File: src/rtl/mux_scan_nto1.sv
// rtl/mux_scan_nto1.sv - registered N:1 mux with auto channel-scan engine.
// Define MUX_SCAN_CONT_EN for continuous scanning; default is a single-shot sweep.
module mux_scan_nto1 #(
  parameter int NCH   = 16,
  parameter int SELW  = 4,
  parameter int WIDTH = 1,
  parameter int DWELL = 1
) (
  input  logic                 clk,
  input  logic                 rst_n,
  input  logic [NCH*WIDTH-1:0] inp,
  input  logic                 mode,
  input  logic [SELW-1:0]      sel_in,
  input  logic                 start,
  output logic [WIDTH-1:0]     outp,
  output logic [SELW-1:0]      sel_out,
  output logic                 valid,
  output logic                 busy,
  output logic                 done
);

  localparam int DW = $clog2(DWELL) + 1;
  localparam logic [SELW-1:0] LAST_CH = SELW'(NCH - 1);
  localparam logic [DW-1:0]   LAST_DW = DW'(DWELL - 1);
  localparam logic [SELW:0]   NCH_W   = (SELW + 1)'(NCH);

  typedef enum logic {IDLE, SCAN} state_t;

  state_t            state_q, state_d;
  logic [SELW-1:0]   ch_q, ch_d;
  logic [DW-1:0]     dwell_q, dwell_d;
  logic [WIDTH-1:0]  outp_q, outp_d;
  logic [SELW-1:0]   sel_q, sel_d;
  logic              valid_q, valid_d;
  logic              busy_q, busy_d;
  logic              done_q, done_d;

  logic [WIDTH-1:0]  man_data;
  logic [WIDTH-1:0]  scan_data;
  logic              sel_in_ok;

  assign sel_in_ok = ({1'b0, sel_in} < NCH_W);

  always_comb begin
    man_data  = '0;
    scan_data = '0;
    for (int k = 0; k < NCH; k++) begin
      if (sel_in == SELW'(k)) man_data  = inp[k*WIDTH +: WIDTH];
      if (ch_q   == SELW'(k)) scan_data = inp[k*WIDTH +: WIDTH];
    end
  end

  always_comb begin
    state_d = state_q;
    ch_d    = ch_q;
    dwell_d = dwell_q;
    outp_d  = outp_q;
    sel_d   = sel_q;
    valid_d = 1'b0;
    busy_d  = 1'b0;
    done_d  = 1'b0;
    if (!mode) begin
      // Manual select; also aborts any sweep in progress without a done pulse.
      state_d = IDLE;
      ch_d    = '0;
      dwell_d = '0;
      sel_d   = sel_in;
      if (sel_in_ok) begin
        outp_d  = man_data;
        valid_d = 1'b1;
      end else begin
        outp_d  = '0;
      end
    end else if (state_q == IDLE) begin
      if (start) begin
        state_d = SCAN;
        ch_d    = '0;
        dwell_d = '0;
      end
    end else begin
      outp_d  = scan_data;
      sel_d   = ch_q;
      valid_d = 1'b1;
      busy_d  = 1'b1;
      if (dwell_q == LAST_DW) begin
        dwell_d = '0;
        if (ch_q == LAST_CH) begin
          done_d = 1'b1;
          ch_d   = '0;
`ifdef MUX_SCAN_CONT_EN
          state_d = SCAN;
`else
          state_d = IDLE;
`endif
        end else begin
          ch_d = ch_q + SELW'(1);
        end
      end else begin
        dwell_d = dwell_q + DW'(1);
      end
    end
  end

  always_ff @(posedge clk or negedge rst_n) begin
    if (!rst_n) begin
      state_q <= IDLE;
      ch_q    <= '0;
      dwell_q <= '0;
      outp_q  <= '0;
      sel_q   <= '0;
      valid_q <= 1'b0;
      busy_q  <= 1'b0;
      done_q  <= 1'b0;
    end else begin
      state_q <= state_d;
      ch_q    <= ch_d;
      dwell_q <= dwell_d;
      outp_q  <= outp_d;
      sel_q   <= sel_d;
      valid_q <= valid_d;
      busy_q  <= busy_d;
      done_q  <= done_d;
    end
  end

  // busy tracks the cycles carrying scan samples, so it drops on the abort edge.
  assign outp    = outp_q;
  assign sel_out = sel_q;
  assign valid   = valid_q;
  assign busy    = busy_q;
  assign done    = done_q;

endmodule

File: config.mk
export PLATFORM = sky130hd
export DESIGN_NAME = mux_scan_nto1
export DESIGN_NICKNAME = d
export VERILOG_FILES = /design/src/rtl/mux_scan_nto1.sv
export SDC_FILE = /design/constraint.sdc
export NUM_CORES = 1
export LEC_CHECK = 0
export ABC_AREA = 0
export CAP_MARGIN = 0
export CORE_MARGIN = 8
export CORE_UTILIZATION = 25
export CTS_CLUSTER_SIZE = 16
export DETAILED_ROUTE_END_ITERATION = 8
export PLACE_DENSITY = 0.5
export SETUP_SLACK_MARGIN = 0.3
export SLEW_MARGIN = 0
export SYNTH_ARGS = -nofsm -noshare
export SYNTH_HDL_FRONTEND = slang
export SYNTH_SLANG_ARGS = --single-unit
File: constraint.sdc
create_clock -name clk -period 2.22 [get_ports clk]
set_input_delay 0.555 -clock clk [delete_from_list [all_inputs] [get_ports clk]]
set_output_delay 0.555 -clock clk [all_outputs]
set_load 0.005 [all_outputs]
==> results.ini, run 1 <==
[power]
p_total_uw=684
internal_power_uw=504
ir_drop_uv=339
sw_frac_of_total_pct=26.3
p_leak_uw=0.000556
p_per_area_mw_per_mm2=493
comb_power_share_pct=29.8
power_frac_clock_pct=30.1
seq_power_share_pct=40.1
netSwitchingPower_uw=180

[timing]
relSlewSlack_pct=60.0
hold_viol_final=0
max_freq_mhz=536
finalCritPeriodShare_pct=84.1
finalSetupViolCount=0
maxSlewViolCount=0
clock_skew_ns=0.00225
tightest_slew_ns=0.598
finalCriticalPeriod_ns=1.87
rsz0062_at_grt=no

[placed_design]
dp_hpwl_mm=2.19
portBuffers=31
gp_congestion=0.767

[finish]
layout_commonest_cell=clkdlybuf4s50_1
finish.utilization_pct=37.6
drive_above_1_share_pct=12.5
register_area_um2=327
nNetsFinal=165
layout_common_cells=clkdlybuf4s50_1, dfrtp_1, nand2_1
areaGrowthSynthToFinish_pct=43.8
nFillCells=390
antenna_cells=0
multiInputGateArea_um2=588

[logic_synthesis]
yosysWarningCount=0
synth_edf_count=0
synth-async-reset-ratio_pct=100
postSynthCellCount=104
synth_area_um2=965
netlist.top_cell.by_area=dfrtp_1
ys_seq_area_share_pct=33.7
ys_ff_latch=13
synthTopCellsByArea=dfrtp_1, mux2i_1, mux4_1, ha_1, a21oi_1
yosysUniqueCellTypes=36
syn_avg_cell_area_um2=9.28
synth_top_area_share_pct=33.7
synth_fp_nets=132
synth_flop_cell=dfrtp_1

[hold_path]
min_path_type=reg2reg

[routing]
viasPerCell=4.98
antenna_left=0
firstDrtPassIters=4
drt-wirelength-per-cell_um=14.9
drtIter0Drc=44
vias=916
drt_wl_total_mm=2.75
drcViolationCount=0

[grt]
grt_max_degree=15
grt_pass1_wl_mm=4.65
overflow=0
antenna_found_initial=0
grt_pass1_vias=941
grt_usage_pct=9.13

[worst_setup_path]
cp_max_fo=2
slowest_delay_ns=0.48
path_cells=clkdlybuf4s50_1 -> mux4_1 -> mux2_2 -> o221ai_2 -> nand4_1
cpMaxStageDelayCell=mux4_1
crit_path_end_kind=flop
critPathLaunchType=input port
path_class=in2reg
cp_data_arrival_time_ns=1.98
worstPathRequired_ns=2.33

[die]
boundaryPins=32
start_util_pct=26.2
core_area_mm2=0.00369
dieArea_mm2=0.00610
die_w_um=78.1
fp-row-count=22
die_height_um=78.1

[clocking]
cts_buffer_depth=2
clkTransAtPathRegs_ns=0.05
cts_buffers=3
clkSinkCount=13
clk_latency_ns=0.24
cts_hold_buf=0
cts-root-buf=clkbuf_8
cts_tree=built
cts_max_level=1

[flow_run]
cap_violations=0

[run_status]
status=complete, no violations

==> final cells by class <==
cell class | instances | area share, %
timing repair buffer | 36 | 25.2
multi-input combinational | 78 | 42.4
tap | 48 | 4.33
inverter | 5 | 1.35
clock buffer | 4 | 3.25
sequential | 13 | 23.5
==> per-layer routing <==
| layer | vias up | GRT usage [%] | routed length, um |
|---|---|---|---|
| met3 | 2 | 3.42 | 163 |
| met1 | 435 | 12.0 | 1280 |
| li1 | 455 | - | - |
| met4 | 0 | 0.556 | 7 |
| met5 | - | 0 | 0 |
| met2 | 24 | 14.5 | 1300 |
==> worst max-delay path: cells and delay by family <==
| family | cells | cell delay [ns] |
|---|---|---|
| buffers and inverters | 1 | 0.42 |
| multiplexers | 2 | 0.76 |
| AND/OR/NAND/NOR | 1 | 0.09 |
| AO/OA/AOI/OAI | 1 | 0.15 |
==> flip-flops by register name, indices dropped and copies added (netlist names) <==
name / flops
done: 1
sel_out: 4
state_q: 1
busy: 1
ch_q: 4
outp: 1
valid: 1
==> path summary, 6_finish.rpt <==
kind	startpoint	to	slack, ns	cells after the start
worst min-delay path	outp$_DFFE_PN0P_	outp$_DFFE_PN0P_	0.56	2
worst max-delay path	inp[0]	outp$_DFFE_PN0P_	0.35	5
min in group asynchronous	rst_n	ch_q[2]$_DFFE_PN0P_	0.70	1
worst min register to register	outp$_DFFE_PN0P_	outp$_DFFE_PN0P_	0.56	2
max in group asynchronous	rst_n	ch_q[1]$_DFFE_PN0P_	1.10	1
worst max register to register	ch_q[0]$_DFFE_PN0P_	outp$_DFFE_PN0P_	0.47	5
==> logic make-up (layout without fill, tap and decap cells) <==
kind of cell | Yosys count | after routing | share of synthesized area (%)
muxes | 11 | 11 | 15.2
and+or+nand+nor | 30 | 30 | 14.8
AOI/OAI and AO/OA | 32 | 32 | 24.4
DFF | 13 | 13 | 33.7
buffers and inverters | 13 | 45 | 5.84
xor gates and xnor gates | 1 | 1 | 0.908
adders and majority gates | 4 | 4 | 5.19
==> Yosys cell counts, types with 2 or more instances <==
| cell type | instances |
|---|---|
| nand3b_1 | 2 |
| mux4_1 | 2 |
| dfrtp_1 | 13 |
| a22o_1 | 2 |
| nand2_1 | 10 |
| mux2_2 | 3 |
| nor2_1 | 8 |
| o21a_1 | 2 |
| nand3_1 | 2 |
| inv_1 | 5 |
| a31oi_1 | 3 |
| a21oi_1 | 9 |
| a221oi_1 | 3 |
| nor2b_1 | 3 |
| clkbuf_1 | 7 |
| o21ai_0 | 2 |
| mux2i_1 | 6 |
| ha_1 | 4 |
==> repair_timing <==
| item | in CTS | in global routing |
|---|---|---|
| setup buffers | 0 | 0 |
| setup endpoints to repair | 1 | 1 |
| resized for setup | 1 | 6 |
==> metrics by stage <==
| stage | instances | area (um2) | TNS (ns) | worst slack, ns | hold slack (ns) |
|---|---|---|---|---|---|
| global route | 184 | 1390 | 0 | 0.313 | 0.573 |
| global placement | 180 | 1340 | -0.0645 | -0.0645 | 0.545 |
| detailed placement | 180 | 1340 | -0.0806 | -0.0806 | 0.556 |
| floorplan | 104 | 965 | 0 | 0.406 | 0.259 |
| CTS | 184 | 1380 | 0 | 0.321 | 0.567 |
| finish | 184 | 1390 | 0 | 0.353 | 0.556 |
==> power groups by stage <==
stage	Clock, uW	Combinational (uW)	Sequential [uW]
5_1_grt	230	223	279
3_5_place_dp	0	202	278
6_report	206	204	275
3_3_place_gp	0	203	278
4_1_cts	215	202	275
2_1_floorplan	0	99.0	272
(Power assumes the default switching activity.)
==> run 2, diff against run 1 <==
- PLACE_DENSITY: 0.5 -> 0.52
- clock period: 2.22 -> 1.7 ns (I/O delays scaled with it)
==> run 2 against run 1 <==
  * Final cell count is 11% higher
  * Global-route usage is 0.82 points higher
  * Worst setup slack worse by 0.19 ns
  * Critical endpoint unchanged
  * Largest power group unchanged
==> results.ini, run 2 (synthesis gave the netlist of run 1 again) <==
[routing]
drcViolationCount=0
firstDrtPassIters=4
viasPerCell=4.81
drt_wl_total_mm=2.92
vias=981
drt-wirelength-per-cell_um=14.3
antenna_left=0
drtIter0Drc=31

[power]
netSwitchingPower_uw=254
sw_frac_of_total_pct=27.3
p_leak_uw=0.000680
power_frac_clock_pct=29.3
internal_power_uw=678
ir_drop_uv=378
seq_power_share_pct=38.7
comb_power_share_pct=32.0
p_per_area_mw_per_mm2=593

[worst_setup_path]
r2r_end=outp$_DFFE_PN0P_
r2r_slack_ns=0.17
worstRegToRegCells=6
crit_path_end_kind=flop
critPathLaunchType=flop
timing.rr.start=ch_q[1]$_DFFE_PN0P_
cp_max_fo=9
worstPathRequired_ns=1.88
path_class=reg2reg
cp_data_arrival_time_ns=1.71

[timing]
maxSlewViolCount=0
finalSetupViolCount=0
relSlewSlack_pct=76.0
tightest_slew_ns=0.361
timing.final.ws_setup_ns=0.165
hold_ws_ns=0.480
clock_skew_ns=0.00204
finalCritPeriodShare_pct=90.3
max_freq_mhz=652
hold_viol_final=0
rsz0062_at_grt=yes
finalCriticalPeriod_ns=1.53

[die]
start_util_pct=26.2
core_area_mm2=0.00369
dieArea_mm2=0.00610
fp-row-count=22
die_height_um=78.1
die_w_um=78.1
boundaryPins=32

[clocking]
cts_max_level=1
cts_buffers=3
clk_latency_ns=0.24
cts_buffer_depth=2
cts_tree=built
cts_hold_buf=0
clkSinkCount=13
clkTransAtPathRegs_ns=0.05
cts-root-buf=clkbuf_8

[grt]
grt_usage_pct=9.95
grt_max_degree=14
overflow=0
grt_pass1_vias=1062
antenna_found_initial=0
grt_pass1_wl_mm=5.05

[placed_design]
place_inst=198
dp_slack_ns=-0.528
gp_congestion=0.830
dp_hpwl_mm=2.42
portBuffers=31

[finish]
nFillCells=401
antenna_cells=0
fin_cells=204
layout_common_cells=buf_4, dfrtp_1, clkdlybuf4s50_1, dlygate4sd2_1
drive_above_1_share_pct=30.8
layout_commonest_cell=buf_4
nNetsFinal=185
areaGrowthSynthToFinish_pct=62.9

[flow_run]
cap_violations=0

[run_status]
status=complete, no violations

[hold_path]
min_path_type=in2async

==> run 2: cell type report <==
type,count,area (um2),area share (%)
timing repair buffer,56,487,31.0
inverter,5,18.8,1.19
clock buffer,4,45.0,2.87
tap,48,60.1,3.82
sequential,13,327,20.8
multi-input combinational,78,634,40.4
==> run 2: per-stage QoR <==
step                      TNS [ns]  instance area (um2)  utilization [%]  power [uW]
after floorplan                  0                  966                -         489
after detailed placement    -0.613                 1470             39.8         662
after global placement      -0.553                 1470             39.8         661
final                            0                 1570             42.6         932
after global routing             0                 1570             42.6         994
after CTS                        0                 1560             42.4         937
==> run 2: worst max-delay path by stage <==
stage / start / endpoint / slack [ns] / cells after the start
3_5_place_dp: sel_in[0] / outp$_DFFE_PN0P_ / -0.53 / 5
6_report: ch_q[1]$_DFFE_PN0P_ / outp$_DFFE_PN0P_ / 0.17 / 6
4_1_cts: ch_q[1]$_DFFE_PN0P_ / outp$_DFFE_PN0P_ / 0.14 / 6
5_1_grt: ch_q[1]$_DFFE_PN0P_ / outp$_DFFE_PN0P_ / 0.07 / 7
3_3_place_gp: sel_in[0] / outp$_DFFE_PN0P_ / -0.47 / 5
2_1_floorplan: sel_in[0] / outp$_DFFE_PN0P_ / 0.06 / 5
==> run 2: timing repair <==
action                     CTS  global route
pin swaps                    2             1
resized for setup           46             3
setup endpoints to repair   14             2
buffers inserted             2             0
==> run 2: worst max-delay path, cell delays in order, from the launching register on <==
cell and delay [ns]:
dfrtp_1 0.42, inv_2 0.09, ha_4 0.19, nand3b_1 0.17
a2111oi_2 0.35, o2111ai_1 0.13, nand4_1 0.11
==> run 2: per-layer routing <==
| layer | vias up | GRT usage (%) | wire [um] |
|---|---|---|---|
| met2 | 20 | 16.7 | 1480 |
| met5 | - | 0 | 0 |
| met1 | 467 | 11.9 | 1270 |
| li1 | 491 | - | - |
| met4 | 0 | 1.67 | 10 |
| met3 | 3 | 3.64 | 163 |
==> run 2: power groups by stage <==
stage          registers [uW]  clock network [uW]  logic [uW]
2_1_floorplan             355                   0         134
3_3_place_gp              362                   0         299
3_5_place_dp              362                   0         299
4_1_cts                   361                 276         300
5_1_grt                   366                 296         332
6_report                  361                 273         298
==> run 3, diff against run 2 <==
- CAP_MARGIN: 0 -> 15
==> results of run 3 <==
The final DEF is identical to that of run 2; final timing and power are the same.
